<file path="config.mk">
export PLATFORM = sky130hd
export DESIGN_NAME = dsp_dot_sequencer_flat
export DESIGN_NICKNAME = d
export VERILOG_FILES = /design/src/rtl/dsp_seq_pkg.sv /design/src/rtl/dsp_dot_sequencer_if.sv /design/src/rtl/dsp_tag_pipe.sv /design/src/rtl/dsp_dot_sequencer.sv /design/src/flat_wrapper.sv
export SDC_FILE = /design/constraint.sdc
export NUM_CORES = 1
export LEC_CHECK = 0
export CAP_MARGIN = 20
export CORE_MARGIN = 1
export CORE_UTILIZATION = 39
export CTS_CLUSTER_SIZE = 28
export DETAILED_ROUTE_END_ITERATION = 7
export DONT_BUFFER_PORTS = 1
export GPL_ROUTABILITY_DRIVEN = 0
export PLACE_DENSITY = 0.54
export RECOVER_POWER = 100
export SLEW_MARGIN = 20
export SYNTH_ARGS = -nofsm -noshare
export SYNTH_HDL_FRONTEND = slang
export SYNTH_SLANG_ARGS = --single-unit
</file>
<file path="constraint.sdc">
create_clock -name clk -period 2.2 [get_ports clk]
set_input_delay 0.33 -clock clk [delete_from_list [all_inputs] [get_ports clk]]
set_output_delay 0.33 -clock clk [all_outputs]
set_load 0.02 [all_outputs]
</file>
<file path="src/rtl/dsp_seq_pkg.sv">
// Shared types and constants for the DSP48A1 dot-product sequencer.
// The slice runs with A1/B1, M, OPMODE and P registers enabled, so an
// operand pair needs three clocks to reach P; the tag pipe is one deeper
// so its last stage lines up with a valid P output.
package dsp_seq_pkg;

    localparam int DATA_W     = 18;
    localparam int P_W        = 48;
    localparam int SLICE_LAT  = 3;
    localparam int TAG_W      = 2;              // {first, last}
    localparam int PIPE_DEPTH = SLICE_LAT + 1;  // s1..s4

    // X = M, Z = 0: start a new sum
    localparam logic [7:0] OPM_LOAD = 8'h01;
    // X = M, Z = P: accumulate
    localparam logic [7:0] OPM_ACC  = 8'h09;

    typedef enum logic [1:0] {
        IDLE  = 2'd0,
        FEED  = 2'd1,
        DRAIN = 2'd2,
        OUT   = 2'd3
    } seq_state_t;

    // One tag travels alongside every accepted operand pair
    typedef struct packed {
        logic valid;
        logic first;
        logic last;
    } tag_t;

    // The first pair of a vector overwrites P, later pairs add into it
    function automatic logic [7:0] opmode_for(input logic first);
        return first ? OPM_LOAD : OPM_ACC;
    endfunction

endpackage

</file>
<file path="src/rtl/dsp_dot_sequencer_if.sv">
// Operand-in and result-out valid/ready channels of the dot sequencer.
// master = operand source / result consumer, slave = the sequencer.
interface dsp_dot_sequencer_if;
    import dsp_seq_pkg::*;

    logic              in_valid;
    logic              in_ready;
    logic [DATA_W-1:0] in_a;
    logic [DATA_W-1:0] in_b;
    logic              res_valid;
    logic              res_ready;
    logic [P_W-1:0]    res_data;

    modport master (
        output in_valid, in_a, in_b, res_ready,
        input  in_ready, res_valid, res_data
    );

    modport slave (
        input  in_valid, in_a, in_b, res_ready,
        output in_ready, res_valid, res_data
    );

endinterface

</file>
<file path="src/rtl/dsp_tag_pipe.sv">
// Four-stage tag shift register that shadows an operand pair through the
// DSP slice. Stage n is valid exactly in the cycle the slice needs its
// stage-n clock enable for that pair. It shifts every clock, so bubbles
// simply travel through as invalid tags.
module dsp_tag_pipe
    import dsp_seq_pkg::*;
(
    input  logic clk,
    input  logic rst_n,
    input  tag_t i_tag,
    output tag_t o_s1,
    output tag_t o_s2,
    output tag_t o_s3,
    output tag_t o_s4
);

    // w_chain[0] is the incoming tag, w_chain[n] is stage n
    logic [PIPE_DEPTH:0][TAG_W:0] w_chain;

    assign w_chain[0] = i_tag;

    generate
        for (genvar gi = 1; gi <= PIPE_DEPTH; gi++) begin : g_stage
            logic [TAG_W:0] r_stage;

            // Unconditional advance of one stage per clock
            always_ff @(posedge clk or negedge rst_n) begin
                if (!rst_n) begin
                    r_stage <= '0;
                end else begin
                    r_stage <= w_chain[gi-1];
                end
            end

            assign w_chain[gi] = r_stage;
        end
    endgenerate

    assign o_s1 = tag_t'(w_chain[1]);
    assign o_s2 = tag_t'(w_chain[2]);
    assign o_s3 = tag_t'(w_chain[3]);
    assign o_s4 = tag_t'(w_chain[4]);

endmodule

</file>
<file path="src/rtl/dsp_dot_sequencer.sv">
// Control stage for one DSP48A1 slice: accepts VEC_LEN signed operand
// pairs, steers the slice clock enables and OPMODE so P accumulates their
// products, then returns the 48-bit sum as a single result beat.
module dsp_dot_sequencer
    import dsp_seq_pkg::*;
#(
    parameter int VEC_LEN = 8,
    parameter int CNT_W   = $clog2(VEC_LEN + 1)
) (
    input  logic                clk,
    input  logic                rst_n,
    dsp_dot_sequencer_if.slave  s_if,
    output logic [DATA_W-1:0]   dsp_a,
    output logic [DATA_W-1:0]   dsp_b,
    output logic [7:0]          dsp_opmode,
    output logic                dsp_ceab,
    output logic                dsp_cem,
    output logic                dsp_cep,
    output logic                dsp_rst,
    input  logic [P_W-1:0]      dsp_p,
    output logic                busy
);

    localparam logic [CNT_W-1:0] LAST_IDX = CNT_W'(VEC_LEN - 1);

    seq_state_t        r_state;
    seq_state_t        w_state_next;
    logic [CNT_W-1:0]  r_cnt;
    logic [CNT_W-1:0]  w_cnt_next;
    logic              w_in_ready;
    logic              w_res_valid;
    logic              w_capture;
    logic              w_accept;
    logic              w_first;
    logic              w_last;

    logic [DATA_W-1:0] r_a;
    logic [DATA_W-1:0] r_b;
    logic [7:0]        r_opmode;
    logic [P_W-1:0]    r_res_data;
    logic              r_dsp_rst;

    tag_t              w_tag_in;
    tag_t              w_s1;
    tag_t              w_s2;
    tag_t              w_s3;
    tag_t              w_s4;
    logic              w_unused_tag;

    // Beat position inside the current vector
    assign w_accept = w_in_ready & s_if.in_valid;
    assign w_first  = (r_cnt == '0);
    assign w_last   = (r_cnt == LAST_IDX);

    // FSM state and beat counter register
    always_ff @(posedge clk or negedge rst_n) begin
        if (!rst_n) begin
            r_state <= IDLE;
            r_cnt   <= '0;
        end else begin
            r_state <= w_state_next;
            r_cnt   <= w_cnt_next;
        end
    end

    // Next state, counter update and handshake outputs
    always_comb begin
        w_state_next = r_state;
        w_cnt_next   = r_cnt;
        w_in_ready   = 1'b0;
        w_res_valid  = 1'b0;
        w_capture    = 1'b0;
        unique case (r_state)
            IDLE, FEED: begin
                w_in_ready = 1'b1;
                if (s_if.in_valid) begin
                    w_cnt_next   = r_cnt + CNT_W'(1);
                    w_state_next = (r_cnt == LAST_IDX) ? DRAIN : FEED;
                end
            end
            DRAIN: begin
                // Last pair's tag in s4 means P now holds the full sum
                if (w_s4.valid && w_s4.last) begin
                    w_capture    = 1'b1;
                    w_state_next = OUT;
                end
            end
            OUT: begin
                w_res_valid = 1'b1;
                if (s_if.res_ready) begin
                    w_state_next = IDLE;
                    w_cnt_next   = '0;
                end
            end
            default: begin
                w_state_next = IDLE;
            end
        endcase
    end

    // Tag entering s1 together with the operands it describes
    always_comb begin
        w_tag_in       = '0;
        w_tag_in.valid = w_accept;
        w_tag_in.first = w_accept & w_first;
        w_tag_in.last  = w_accept & w_last;
    end

    dsp_tag_pipe u_tag_pipe (
        .clk   (clk),
        .rst_n (rst_n),
        .i_tag (w_tag_in),
        .o_s1  (w_s1),
        .o_s2  (w_s2),
        .o_s3  (w_s3),
        .o_s4  (w_s4)
    );

    // Operand registers feeding the slice A/B pins
    always_ff @(posedge clk or negedge rst_n) begin
        if (!rst_n) begin
            r_a <= '0;
            r_b <= '0;
        end else if (w_accept) begin
            r_a <= s_if.in_a;
            r_b <= s_if.in_b;
        end
    end

    // Last OPMODE presented, held while no tag sits in s2
    always_ff @(posedge clk or negedge rst_n) begin
        if (!rst_n) begin
            r_opmode <= '0;
        end else if (w_s2.valid) begin
            r_opmode <= opmode_for(w_s2.first);
        end
    end

    // Result register, loaded from P on the DRAIN -> OUT transition
    always_ff @(posedge clk or negedge rst_n) begin
        if (!rst_n) begin
            r_res_data <= '0;
        end else if (w_capture) begin
            r_res_data <= dsp_p;
        end
    end

    // Slice reset stays high one clock past rst_n release so the slice's
    // synchronous resets see at least one edge
    always_ff @(posedge clk or negedge rst_n) begin
        if (!rst_n) begin
            r_dsp_rst <= 1'b1;
        end else begin
            r_dsp_rst <= 1'b0;
        end
    end

    assign dsp_a      = r_a;
    assign dsp_b      = r_b;
    assign dsp_ceab   = w_s1.valid;
    assign dsp_cem    = w_s2.valid;
    assign dsp_cep    = w_s3.valid;
    assign dsp_opmode = w_s2.valid ? opmode_for(w_s2.first) : r_opmode;
    assign dsp_rst    = r_dsp_rst;
    assign busy       = (r_state != IDLE);

    assign s_if.in_ready  = w_in_ready;
    assign s_if.res_valid = w_res_valid;
    assign s_if.res_data  = r_res_data;

    // Tag bits that only matter at other stages
    assign w_unused_tag = ^{w_s1.first, w_s1.last, w_s2.last,
                            w_s3.first, w_s3.last, w_s4.first};

endmodule
</file>
<file path="src/flat_wrapper.sv">
// flat-port wrapper written by rule: the top's interface ports become plain ports
module dsp_dot_sequencer_flat import dsp_seq_pkg::*;
#(
    parameter int VEC_LEN = 8,
    parameter int CNT_W   = $clog2(VEC_LEN + 1)
)
  (clk, rst_n, dsp_a, dsp_b, dsp_opmode, dsp_ceab, dsp_cem, dsp_cep, dsp_rst, dsp_p, busy, s_if_in_valid, s_if_in_a, s_if_in_b, s_if_res_ready, s_if_in_ready, s_if_res_valid, s_if_res_data);
  dsp_dot_sequencer_if s_if_i ();
  input  logic clk;
  input  logic rst_n;
  output logic [DATA_W-1:0] dsp_a;
  output logic [DATA_W-1:0] dsp_b;
  output logic [7:0] dsp_opmode;
  output logic dsp_ceab;
  output logic dsp_cem;
  output logic dsp_cep;
  output logic dsp_rst;
  input  logic [P_W-1:0] dsp_p;
  output logic busy;
  input wire logic [$bits(s_if_i.in_valid)-1:0] s_if_in_valid;
  input wire logic [$bits(s_if_i.in_a)-1:0] s_if_in_a;
  input wire logic [$bits(s_if_i.in_b)-1:0] s_if_in_b;
  input wire logic [$bits(s_if_i.res_ready)-1:0] s_if_res_ready;
  output wire logic [$bits(s_if_i.in_ready)-1:0] s_if_in_ready;
  output wire logic [$bits(s_if_i.res_valid)-1:0] s_if_res_valid;
  output wire logic [$bits(s_if_i.res_data)-1:0] s_if_res_data;
  assign s_if_i.in_valid = s_if_in_valid;
  assign s_if_i.in_a = s_if_in_a;
  assign s_if_i.in_b = s_if_in_b;
  assign s_if_i.res_ready = s_if_res_ready;
  assign s_if_in_ready = s_if_i.in_ready;
  assign s_if_res_valid = s_if_i.res_valid;
  assign s_if_res_data = s_if_i.res_data;
  dsp_dot_sequencer #(.VEC_LEN(VEC_LEN), .CNT_W(CNT_W)) u_core (.clk(clk), .rst_n(rst_n), .s_if(s_if_i), .dsp_a(dsp_a), .dsp_b(dsp_b), .dsp_opmode(dsp_opmode), .dsp_ceab(dsp_ceab), .dsp_cem(dsp_cem), .dsp_cep(dsp_cep), .dsp_rst(dsp_rst), .dsp_p(dsp_p), .busy(busy));
endmodule
</file>
## Word level (Yosys, flattened, before mapping)

Index checks and enable logic that the tools add are counted.

| storage, ports and cells | value |
|---|---|
| bits in registers | 111 |
| latch bits | 0 |
| bits in writable memories | 0 |
| bits in read-only memories | 0 |
| input bits | 88 |
| output and inout port bits | 99 |
| word-level logic and storage cells | 44 |
| memories | 0 |

| operators by class | value |
|---|---|
| add/sub/neg operators | 1 |
| multiply operators | 0 |
| div/mod/pow operators | 0 |
| order comparisons | 0 |
| eq/ne operators | 7 |
| shift operators | 0 |
| muxes and demuxes | 14 |
| bitwise operators | 3 |
| reductions and logical operators | 8 |

Operator list:

| operator | number |
|---|---|
| 2-to-1 mux 4 bit | 3 |
| 2-to-1 mux 2 bit | 4 |
| 2-to-1 mux 8 bit | 1 |
| case mux 4 bit (2 select lines) | 1 |
| case mux 2 bit (3 select lines) | 1 |
| AND reduction 3 bit | 2 |
| adder 4 x 1 -> 4 bit, second input constant | 1 |
| == test 2 bit, second input constant | 2 |
| == test 4 x 3 -> 1 bit, second input constant | 1 |
| logical NOT 4 bit | 1 |
| 2-to-1 mux 1 bit | 4 |
| != test 2 bit, second input constant | 2 |
| nonzero test 2 bit | 2 |
| AND 1 bit | 3 |
| == test 2 x 1 -> 1 bit, second input constant | 1 |
| logical NOT 2 bit | 1 |
| != test 2 x 1 -> 1 bit, second input constant | 1 |
| OR reduction 2 bit | 1 |
| logical AND 1 bit | 1 |

## Logic depth before layout (Yosys ltp)

Gate-level depths: netlist of the first run.

| logic depth | value |
|---|---|
| depth in word-level cells | 5 |
| mapped depth | 7 |
| gate-level depth less buffers | 4 |

## Cells and area by module

Synthesis of the first run repeated with hierarchy kept, for this count alone.

| unflattened totals | value |
|---|---|
| cell total of the unflattened synthesis | 322 |
| area total of the unflattened synthesis | 4130.2 um^2 |

By module, submodules not included:

| module | times used | cells each | area each (um^2) | sequential area each (um^2) |
|---|---|---|---|---|
| dsp_dot_sequencer | 1 | 310 | 3829.9 | 2478.6 |
| dsp_tag_pipe | 1 | 12 | 300.3 | 300.3 |

## Worst setup path after synthesis of the first run

Ideal clock, no wire load.

| timing | value |
|---|---|
| path type | reg-to-reg |
| start | reg u_core.r_state[1] |
| end | reg u_core.r_res_data[10], in the netlist u_core.s_if.res_data[10] |
| library setup time | 0.125 ns |
| data arrival time | 1.466 ns |
| data required time | 2.075 ns |
| setup slack | 0.609 ns |
| stages on the path, launching flop included | 6 |
| path buffers | 2 |
| period minus slack after synthesis | 1.591 ns |
| cells stage by stage | dfrtp_1 inv_2 or3_4 buf_6 buf_6 mux2_4 |

| on the way | value |
|---|---|
| cells in the longest elaborated chain, start to end | 2 |

Ends and longest elaborated chain:

| item | RTL line | text |
|---|---|---|
| start, declared | dsp_dot_sequencer.sv:26 | `seq_state_t r_state;` |
| start signal, assigned | dsp_dot_sequencer.sv:61 | `r_state <= w_state_next;` |
| == test 2 bit | dsp_dot_sequencer.sv:73 | `unique case (r_state)` |
| 2-to-1 mux 1 bit | dsp_dot_sequencer.sv:73 |  |
| end signal, assigned | dsp_dot_sequencer.sv:144 | `r_res_data <= dsp_p;` |
| end, declared | dsp_dot_sequencer.sv:40 | `logic [P_W-1:0] r_res_data;` |

No other way between the ends.
A chain may end at the register's enable or synchronous reset.

## Worst setup path in the final report of the first run

| timing | value |
|---|---|
| start | reg u_core.u_tag_pipe.g_stage[2].r_stage[2], in the netlist u_core.u_tag_pipe.o_s2[2] |
| end | out dsp_opmode[3] |

| on the way | value |
|---|---|
| cells in the longest elaborated chain, start to end | 1 |

Ends and longest elaborated chain:

| item | RTL line | text |
|---|---|---|
| start, declared | dsp_tag_pipe.sv:24 | `logic [TAG_W:0] r_stage;` |
| start signal, assigned | dsp_tag_pipe.sv:31 | `r_stage <= w_chain[gi-1];` |
| 2-to-1 mux 8 bit | dsp_dot_sequencer.sv:163 | `assign dsp_opmode = w_s2.valid ? opmode_for(w_s2.first) : r_opmode;` |
| end, declared | flat_wrapper.sv:13 | `output logic [7:0] dsp_opmode;` |

No other way between the ends.

==> results of run 1 <==
[cell type report]
class	instances	area, um^2	share of cell area, %
flip-flops and latches	109	2730	63.1
multi-input cells	193	1200	27.6
well taps	136	170	3.93
clock buffers	9	124	2.86
clock inverters	7	63.8	1.47
repair buffers	2	25.0	0.578
inverters	5	18.8	0.434
[kinds of logic (layout without fill, tap and decap cells)]
kind of cell | count (synthesis) | count (layout) | share of synthesized area, %
multiplexers | 52 | 52 | 16.0
AO/OA/AOI/OAI | 3 | 3 | 0.428
XOR/XNOR | 1 | 1 | 0.214
other | 1 | 1 | 0.0915
flip-flops | 109 | 109 | 66.6
buffers and inverters | 19 | 23 | 2.38
AND/OR/NAND/NOR | 134 | 134 | 13.6
adder cells (fa/ha/maj) | 2 | 2 | 0.611
[registers in the layout, indices dropped and copies added (netlist names)]
register and count:
u_core.u_tag_pipe.o_s1 3, u_core.dsp_a 18, u_core.u_tag_pipe.o_s4 2, u_core.r_state 2, u_core.dsp_rst 1, u_core.dsp_b 18, u_core.s_if.res_data 48, u_core.r_opmode 8
u_core.u_tag_pipe.o_s3 2, u_core.r_cnt 4, u_core.u_tag_pipe.o_s2 3
[timing repair]
action	in CTS	in global routing
endpoints found under the hold margin	109	109
setup buffers	0	0
resized for setup	0	0
[power breakdown]
part	total, W	switching [W]	internal, W
Clock	0.00116	0.000718	0.000442
Sequential	0.00280	0.000512	0.00229
Combinational	0.000474	0.000274	0.000200
Total	0.00444	0.00150	0.00293
[per-stage QoR]
| stage | total power [W] | hold slack, ns | cells | worst slack, ns |
|---|---|---|---|---|
| 6_report | 0.00444 | -0.362 | 461 | 0.300 |
| 5_1_grt | 0.00471 | -0.413 | 461 | 0.145 |
| 4_1_cts | 0.00454 | -0.389 | 461 | 0.219 |
| 3_5_place_dp | 0.00335 | 0.0365 | 445 | 0.383 |
| 3_3_place_gp | 0.00333 | 0.0369 | 445 | 0.463 |
| 2_1_floorplan | 0.00319 | 0.0344 | 321 | 0.609 |
[routing by layer]
metal / track usage (%) / vias up / share of wire (%)
li1: - / 1017 / -
met2: 19.9 / 144 / 45
met5: 0 / - / 0
met1: 16.8 / 1108 / 41
met3: 7.96 / 6 / 14
met4: 5.51 / 0 / 0.96
[layout by cell type (no fill, tap or decap), drive strengths merged, types with 2 or more instances in the layout]
cell type    n
nand2      114
dfrtp      108
mux2        49
clkbuf      10
inv         10
nor2b        6
mux2i        3
nand3        3
and2         2
or2          2
o21ai        2
ha           2
[final timing paths]
kind	end	slack [ns]	start	cells after the start
setup / recovery	dsp_opmode[3]	0.30	u_core.u_tag_pipe.o_s2[2]$_DFF_PN0_	1
hold / removal	u_core.s_if.res_data[16]$_DFFE_PN0P_	-0.36	rst_n	0
setup reg to reg	u_core.s_if.res_data[43]$_DFFE_PN0P_	0.34	u_core.r_state[1]$_DFFE_PN0P_	3
hold reg to reg	u_core.u_tag_pipe.o_s2[1]$_DFF_PN0_	0.36	u_core.u_tag_pipe.o_s1[1]$_DFF_PN0_	0
max in group asynchronous	u_core.dsp_rst$_DFF_PN1_	2.37	rst_n	0
min in group clk	u_core.dsp_a[13]$_DFFE_PN0P_	0.06	s_if_in_a[13]	2
==> key figures, run 1 <==
Run status
  • Outcome: complete, but fails checks
  • Failing checks: hold timing

Placement
  • Placed cell areas: 0.00422 mm^2
  • Number of buffer cells added on primary ports: 0
  • HPWL Detailed: 4980 um

Floorplanning
  • Die ar.: 0.0109 mm^2
  • Site row count: 37
  • Die height: 105 um
  • Core area: slightly above 0.01 mm^2
  • Initial Util: 39.9%
  • Die width: approximately 100 um
  • IO Count: 187

Power
  • VDD IR max: 360 uV
  • Power Density: 1030 mW/mm^2
  • Pleak: 2.08 nW

Clock tree
  • TritonCTS Sinks: 109
  • CTS root buf: clkbuf_8
  • Clock H-tree levels: 3
  • Bufs on Longest Clock Path: 2
  • Clock latency at the later pin of the worst-skew pair: 0.37 ns
  • Cts bufs inserted: 9
  • CTS clock-pin slew for the worst setup and hold paths: 0.11 ns
  • TritonCTS clock tree: done

Synthesis
  • Yosys top cell area share: 66.0%
  • Yosys warnings: 0
  • Commonest cells in the netlist: nand2_1 (114), dfrtp_1 (108), mux2_2 (29), mux2_4 (20)
  • Synthesized cell area: 0.00410 mm^2
  • Yosys reg bits: 109
  • Top_reg_cell synth: dfrtp_1
  • Syn avg cell area: 12.8 um^2
  • Most common cell in the netlist: nand2_1
  • Post-synthesis sequential area ratio: 66.6%
  • Leading post-synthesis cells by cell area: dfrtp_1 (66%), nand2_1 (10%), mux2_2 (8.0%)
  • Synthesized instance count: 321
  • Synth area leader: dfrtp_1
  • Synth Net Count: 411
  • Asr flop ratio synth: 100%
  • Distinct cells, synth: 28
  • Post-synth EDFFs: 0

Critical path
  • Crit-path cells: mux2i_1
  • Crit start category: flop
  • CP peak stage delay: 0.63 ns
  • WP data required: ~1.9 ns
  • Slowest stage cell on the critical path: dfrtp_1
  • CP max FO: 10
  • Data arrival, critical path: 1.57 ns
  • Setup CP Type: reg2out
  • Worst Setup End Kind: primary output
  • Buf/Inv on CP: 0
  • Crit-path leading delay family: flip-flops

Drt
  • Total Wirelength: between 7000 and 8000 um
  • WL/cell: 16.0 um
  • Initial DRT Pass Iterations: 4
  • Initial drt markers: 88
  • Residual DRC: 0
  • Via count: roughly 2,300
  • Routed Antenna Nets: 0
  • Routed vias/inst: between 4 and 5

Global routing
  • Largest net degree at the start of global routing: 110
  • Initial antenna violation count: 0
  • Vias in the first global route: 2,249
  • First-pass GRT wire length: 11,600 um
  • Tot GR Track Use: 13.8%
  • Aggregate global routing overflow: 0

Timing
  • Max-slew violations: 0
  • Peak Freq: 526 MHz
  • Slew margin rel.: 44.9%
  • RSZ-0062 raised after global routing: false
  • Setup TNS: 0 ns
  • Final-report hold violation count: 109
  • Final setup fails: 0
  • Max Clock Skew: 0.0129 ns
  • Tcrit/Tclk final: 86.4%
  • Final min period: 1.90 ns
  • Fin Hold WS: -0.362 ns
  • Least-Margin Pin Slew: 0.826 ns

Final layout
  • Fill count: 992
  • Final Util: between 40% and 50%
  • Post-route design area: 0.00433 mm^2
  • Layout cell share with drive strength beyond 1: 15.4%
  • Final #Nets: 410
  • Area Overhead vs Synth: 5.59%
  • Ant. Diodes: 0

Job
  • Maxcap violations: 0

Min path
  • Worst min path class: in2async
(Power assumes the default switching activity.)
==> run 2, diff against run 1 <==
--- a/config.mk
+++ b/config.mk
@@ -10,9 +10,8 @@
 export CORE_UTILIZATION = 39
 export CTS_CLUSTER_SIZE = 28
 export DETAILED_ROUTE_END_ITERATION = 7
-export DONT_BUFFER_PORTS = 1
 export GPL_ROUTABILITY_DRIVEN = 0
-export PLACE_DENSITY = 0.54
+export PLACE_DENSITY = 0.77
 export RECOVER_POWER = 100
 export SLEW_MARGIN = 20
 export SYNTH_ARGS = -nofsm -noshare
==> run 2 against run 1 <==
  * The flow now finishes without violations
  * Die area did not move
  * Utilization rose by 18 points
  * Clock skew fell by 0.0015 ns
  * Sequential cell count did not move
  * Register-to-register slack improved by 0.10 ns
  * Global-route usage rose by 4.4 points
  * First-iteration DRC count rose by 5.7%
  * Critical path depth rose by 1
  * Combinational power rose to 2.9 times the previous value
  * Critical path type unchanged
  * Highest routed layer unchanged
==> key figures, run 2 (synthesis results as in run 1) <==
Power
  • Tot Pwr: between 0.004 and 0.005 W
  • VDD IR max: 416 uV
  • Pleak: 2.88 nW
  • Power Density: between 800 and 900 mW/mm^2

Global routing
  • Vias in the first global route: 3,099
  • Tot GR Track Use: between 10% and 20%
  • Initial antenna violation count: 0
  • Aggregate global routing overflow: 0
  • Largest net degree at the start of global routing: 49
  • First-pass GRT wire length: 15,600 um

Floorplanning
  • Die width: 105 um
  • Die height: about 100 um
  • IO Count: 187
  • Initial Util: 39.9%
  • Core area: 0.0103 mm^2
  • Die ar.: 0.0109 mm^2
  • Site row count: 37

Final layout
  • Most common cell after layout, fill and taps aside: nand2_1
  • Most frequent cells in the layout: nand2_1 (114), dfrtp_1 (107), dlygate4sd3_1 (97)
  • Fill count: 878
  • Area Overhead vs Synth: 51.3%
  • Ant. Diodes: 0
  • Final #Nets: 600
  • Max FFs per register: 48
  • Post-route design area: slightly above 0.006 mm^2
  • Layout cell share with drive strength beyond 1: 10.7%

Placement
  • HPWL Detailed: a little under 7000 um
  • Placed cell areas: 0.00610 mm^2
  • Number of buffer cells added on primary ports: 186

Clock tree
  • Clock latency at the later pin of the worst-skew pair: 0.37 ns
  • CTS root buf: clkbuf_8
  • CTS clock-pin slew for the worst setup and hold paths: 0.10 ns
  • Bufs on Longest Clock Path: 2
  • TritonCTS Sinks: 109
  • Cts bufs inserted: 9
  • TritonCTS clock tree: done
  • Clock H-tree levels: 3
  • Setup Buffers After CTS: 0

Drt
  • Total Wirelength: 9270 um
  • Residual DRC: 0
  • Routed vias/inst: 4.58
  • Routed Antenna Nets: 0
  • WL/cell: around 14 um
  • Initial DRT Pass Iterations: 4
  • Via count: 2,979
  • Initial drt markers: between 90 and 100

Critical path
  • Setup CP Type: reg2out
  • CP peak stage delay: 0.56 ns
  • Data arrival, critical path: about 1.7 ns
  • Worst Setup End Kind: primary output
  • WP data required: 1.87 ns
  • Crit start category: flop
  • Crit-path cells: or2_2, clkdlybuf4s50_1
  • CP max FO: 10
  • Slowest stage cell on the critical path: clkdlybuf4s50_1

Min path
  • Worst min path class: reg2reg

Timing
  • Slew margin rel.: just under 40%
  • Tcrit/Tclk final: 93.5%
  • RSZ-0062 raised after global routing: false
  • Max Clock Skew: approximately 0.011 ns
  • Final-report hold violation count: 0
  • Least-Margin Pin Slew: 0.914 ns
  • Setup TNS: 0 ns
  • Final setup fails: 0
  • Max-slew violations: 0
  • Final min period: 2.06 ns
  • Peak Freq: just under 500 MHz

Run status
  • Outcome: finished clean

Job
  • Maxcap violations: 0
run 2: cell count changes in the layout (fill, tap and decap cells not counted), sizes merged:
cell           previous run  this run
clkbuf                   10        15
clkdlybuf4s50             0        89
clkinv                    1         5
clkinvlp                  1         0
dlygate4sd3               0        97
inv                      10         6
run 2: path summary, 6_finish.rpt:
| check | start | end | slack [ns] | depth (start not counted) |
|---|---|---|---|---|
| max in group asynchronous | rst_n | u_core.s_if.res_data[23]$_DFFE_PN0P_ | 0.38 | 3 |
| max reg2reg | u_core.r_state[1]$_DFFE_PN0P_ | u_core.s_if.res_data[5]$_DFFE_PN0P_ | 0.44 | 3 |
| min reg2reg | u_core.u_tag_pipe.o_s1[1]$_DFF_PN0_ | u_core.u_tag_pipe.o_s2[1]$_DFF_PN0_ | 0.36 | 0 |
| min in group asynchronous | rst_n | u_core.r_state[0]$_DFFE_PN0P_ | 0.63 | 2 |
| max | u_core.u_tag_pipe.o_s2[2]$_DFF_PN0_ | dsp_opmode[0] | 0.14 | 2 |
| min | u_core.u_tag_pipe.o_s1[1]$_DFF_PN0_ | u_core.u_tag_pipe.o_s2[1]$_DFF_PN0_ | 0.36 | 0 |
run 2: area by class of cell:
type	count	area, um^2	share of cell area [%]
Sequential cell	109	2730	44.0
Multi-Input combinational cell	193	1200	19.3
Clock inverter	6	37.5	0.606
Tap cell	136	170	2.75
Inverter	5	18.8	0.303
Timing Repair Buffer	192	1910	30.8
Clock buffer	10	138	2.22
run 2: metal layers:
metal  vias to the layer above  track usage [%]  wire length (um)
li1                       1404                -                 -
met1                      1444             23.4              3940
met2                       117             29.3              4460
met3                        14             4.70               672
met4                         0             7.65               192
met5                         -                0                 0
run 2: stage by stage:
step | util [%] | std cells | setup WS, ns | hold WS [ns]
floorplan | - | 321 | 0.609 | 0.0344
finish | 60.3 | 651 | 0.143 | 0.356
detailed placement | 59.3 | 634 | 0.448 | 0.212
CTS | 61.1 | 651 | 0.0267 | 0.357
global placement | 59.3 | 634 | 0.480 | 0.203
global route | 60.3 | 651 | 0.0402 | 0.365
run 2: repair_timing:
action	4_1_cts	5_1_grt
hold endpoints to repair	15	0
gates resized for setup	0	1
hold buffers	1	0
setup endpoints to repair	0	1
run 2: worst max-delay path, delay by kind of cell, from the launching register on:
| kind | cells | cell delay [ns] |
|---|---|---|
| buffers and inverters | 1 | 0.56 |
| AND/OR/NAND/NOR | 1 | 0.33 |
| flip-flops | 1 | 0.48 |
run 2: power breakdown:
group	switching, W	total, W	internal (W)
clock	0.000673	0.00112	0.000442
combinational	0.000726	0.00138	0.000651
sequential	0.000191	0.00248	0.00229
==> run 3, diff against run 2 <==
--- a/config.mk
+++ b/config.mk
@@ -6,7 +6,6 @@
 export NUM_CORES = 1
 export LEC_CHECK = 0
 export CAP_MARGIN = 20
-export CORE_MARGIN = 1
 export CORE_UTILIZATION = 39
 export CTS_CLUSTER_SIZE = 28
 export DETAILED_ROUTE_END_ITERATION = 7
==> constraint.sdc (replaced) <==
create_clock -name clk -period 2.5 [get_ports clk]
set_input_delay 0.375 -clock clk [delete_from_list [all_inputs] [get_ports clk]]
set_output_delay 0.375 -clock clk [all_outputs]
set_load 0.02 [all_outputs]
==> run 3 against run 2 <==
  * Sequential cell count is the same
  * Setup slack gained 0.13 ns
  * Utilization shrank 0.12 points
  * Design area shrank 0.20%
  * Die area is the same
  * Power shrank 13%
  * Critical path depth is the same
  * Clock skew is essentially flat
  * Wire length shrank 2.7%
  * Global-route usage shrank 0.74 points
  * Largest cell class unchanged
  * Combinational power shrank 13%
==> key figures, run 3 (synthesis results as in run 1) <==
Critical path
  • Setup CP Type: reg2out
  • Crit start category: flop
  • Reg2reg start: u_core.r_state[1]$_DFFE_PN0P_
  • Data arrival, critical path: around 1.9 ns
  • Critical Path Source: u_core.u_tag_pipe.o_s2[2]$_DFF_PN0_
  • WP data required: 2.12 ns
  • Worst Setup End Kind: primary output
  • CP max FO: 10

Drt
  • Routed vias/inst: 4.52
  • Routed Antenna Nets: 0
  • Residual DRC: 0
  • Via count: ~2,900
  • Initial DRT Pass Iterations: 4
  • Initial drt markers: 133
  • WL/cell: approximately 14 um
  • Total Wirelength: 9020 um

Global routing
  • Aggregate global routing overflow: 0
  • First-pass GRT wire length: approximately 15,000 um
  • Tot GR Track Use: roughly 17%
  • Vias in the first global route: ~3,000
  • Largest net degree at the start of global routing: 63
  • Initial antenna violation count: 0

Final layout
  • Layout cell share with drive strength beyond 1: about a tenth
  • Max FFs per register: 48
  • Most frequent cells in the layout: nand2_1 (114), dfrtp_1 (108), dlygate4sd3_1 (100)
  • Ant. Diodes: 0
  • Most common cell after layout, fill and taps aside: nand2_1
  • Area Overhead vs Synth: 51.0%
  • Final #Nets: 599

Timing
  • RSZ-0062 raised after global routing: false
  • Final-report hold violation count: 0
  • Slew margin rel.: 27.6%
  • Max-slew violations: 0
  • Max Clock Skew: 0.0113 ns
  • Peak Freq: about 450 MHz
  • Tcrit/Tclk final: between 80 and 90%
  • Least-Margin Pin Slew: ~1.1 ns
  • Setup TNS: 0 ns
  • Post-layout worst setup margin: roughly 0.27 ns
  • Final setup fails: 0
  • Final min period: 2.23 ns
  • Fin Hold WS: about 0.36 ns

Clock tree
  • CTS clock-pin slew for the worst setup and hold paths: 0.10 ns
  • TritonCTS clock tree: done
  • Bufs on Longest Clock Path: 2
  • CTS root buf: clkbuf_8
  • Clock latency at the later pin of the worst-skew pair: 0.36 ns
  • Clock H-tree levels: 3
  • Cts bufs inserted: 9
  • TritonCTS Sinks: 109

Placement
  • Number of buffer cells added on primary ports: 186
  • HPWL Detailed: 6610 um
  • Worst slack at placement: roughly 0.70 ns

Floorplanning
  • Site row count: 37
  • IO Count: 187
  • Core area: 0.0103 mm^2
  • Die width: 105 um
  • Initial Util: 39.9%
  • Die height: 105 um
  • Die ar.: between 0.01 and 0.015 mm^2

Power
  • Pleak: 2.86 nW
  • Power Density: roughly 700 mW/mm^2
  • VDD IR max: 436 uV

Run status
  • Outcome: finished clean

Min path
  • Hold_sp: u_core.u_tag_pipe.o_s3[0]$_DFF_PN0_
  • Worst min path class: reg2reg

Job
  • Maxcap violations: 0
run 3: cell count changes in the layout (fill, tap and decap cells not counted), sizes merged:
cell,delta
dlygate4sd3,+3
clkdlybuf4s50,-3
clkinv,-4
inv,+3
run 3: worst max-delay path: stages, from the launching register on:
cell and delay, ns:
dfrtp_1 0.52, mux2i_1 0.28, dlygate4sd3_1 0.70
run 3: worst paths after layout:
| kind | end | slack [ns] | cells past startpoint |
|---|---|---|---|
| setup reg to reg | u_core.s_if.res_data[12]$_DFFE_PN0P_ | 0.39 | 3 |
| min in group asynchronous | u_core.s_if.res_data[8]$_DFFE_PN0P_ | 0.73 | 2 |
| hold / removal | u_core.u_tag_pipe.o_s4[0]$_DFF_PN0_ | 0.36 | 0 |
| setup / recovery | dsp_opmode[3] | 0.27 | 2 |
| max in group asynchronous | u_core.dsp_a[0]$_DFFE_PN0P_ | 0.47 | 3 |
| hold reg to reg | u_core.u_tag_pipe.o_s4[0]$_DFF_PN0_ | 0.36 | 0 |
run 3: layout make-up:
cell class | instances | area [um^2]
Clock buffer | 11 | 131
Clock inverter | 5 | 43.8
Fill cell | 865 | 4090
Inverter | 5 | 18.8
Multi-Input combinational cell | 193 | 1190
Sequential cell | 109 | 2730
Tap cell | 136 | 170
Timing Repair Buffer | 191 | 1900
run 3: per-layer routing:
metal | GRT usage (%) | vias to the layer above | part of all wire, %
met5 | 0 | - | 0
met4 | 6.43 | 0 | 1.7
met3 | 5.20 | 13 | 7.6
met2 | 28.1 | 114 | 49
met1 | 22.4 | 1403 | 42
li1 | - | 1407 | -
run 3: metrics by stage:
stage / cell area (um^2) / instances / power (W) / utilization [%]
after global routing: 6190 / 650 / 0.00461 / 60.2
final: 6190 / 650 / 0.00435 / 60.2
after global placement: 6090 / 633 / 0.00349 / 59.3
after floorplan: 4100 / 321 / 0.00281 / -
after CTS: 6280 / 650 / 0.00452 / 61.1
after detailed placement: 6090 / 633 / 0.00353 / 59.3
run 3: power by group:
part | total [W] | internal (W) | switching (W) | leakage (nW)
logic | 0.00120 | 0.000561 | 0.000635 | 1.46
registers | 0.00218 | 0.00202 | 0.000165 | 1.31
clock network | 0.000970 | 0.000381 | 0.000589 | 0.0893
total | 0.00435 | 0.00296 | 0.00139 | 2.86
run 3: what timing repair did:
item | 4_1_cts | 5_1_grt
setup buffers | 0 | 0
endpoints found under the hold margin | 18 | 0
gates resized for setup | 0 | 0
hold buffers | 1 | 0
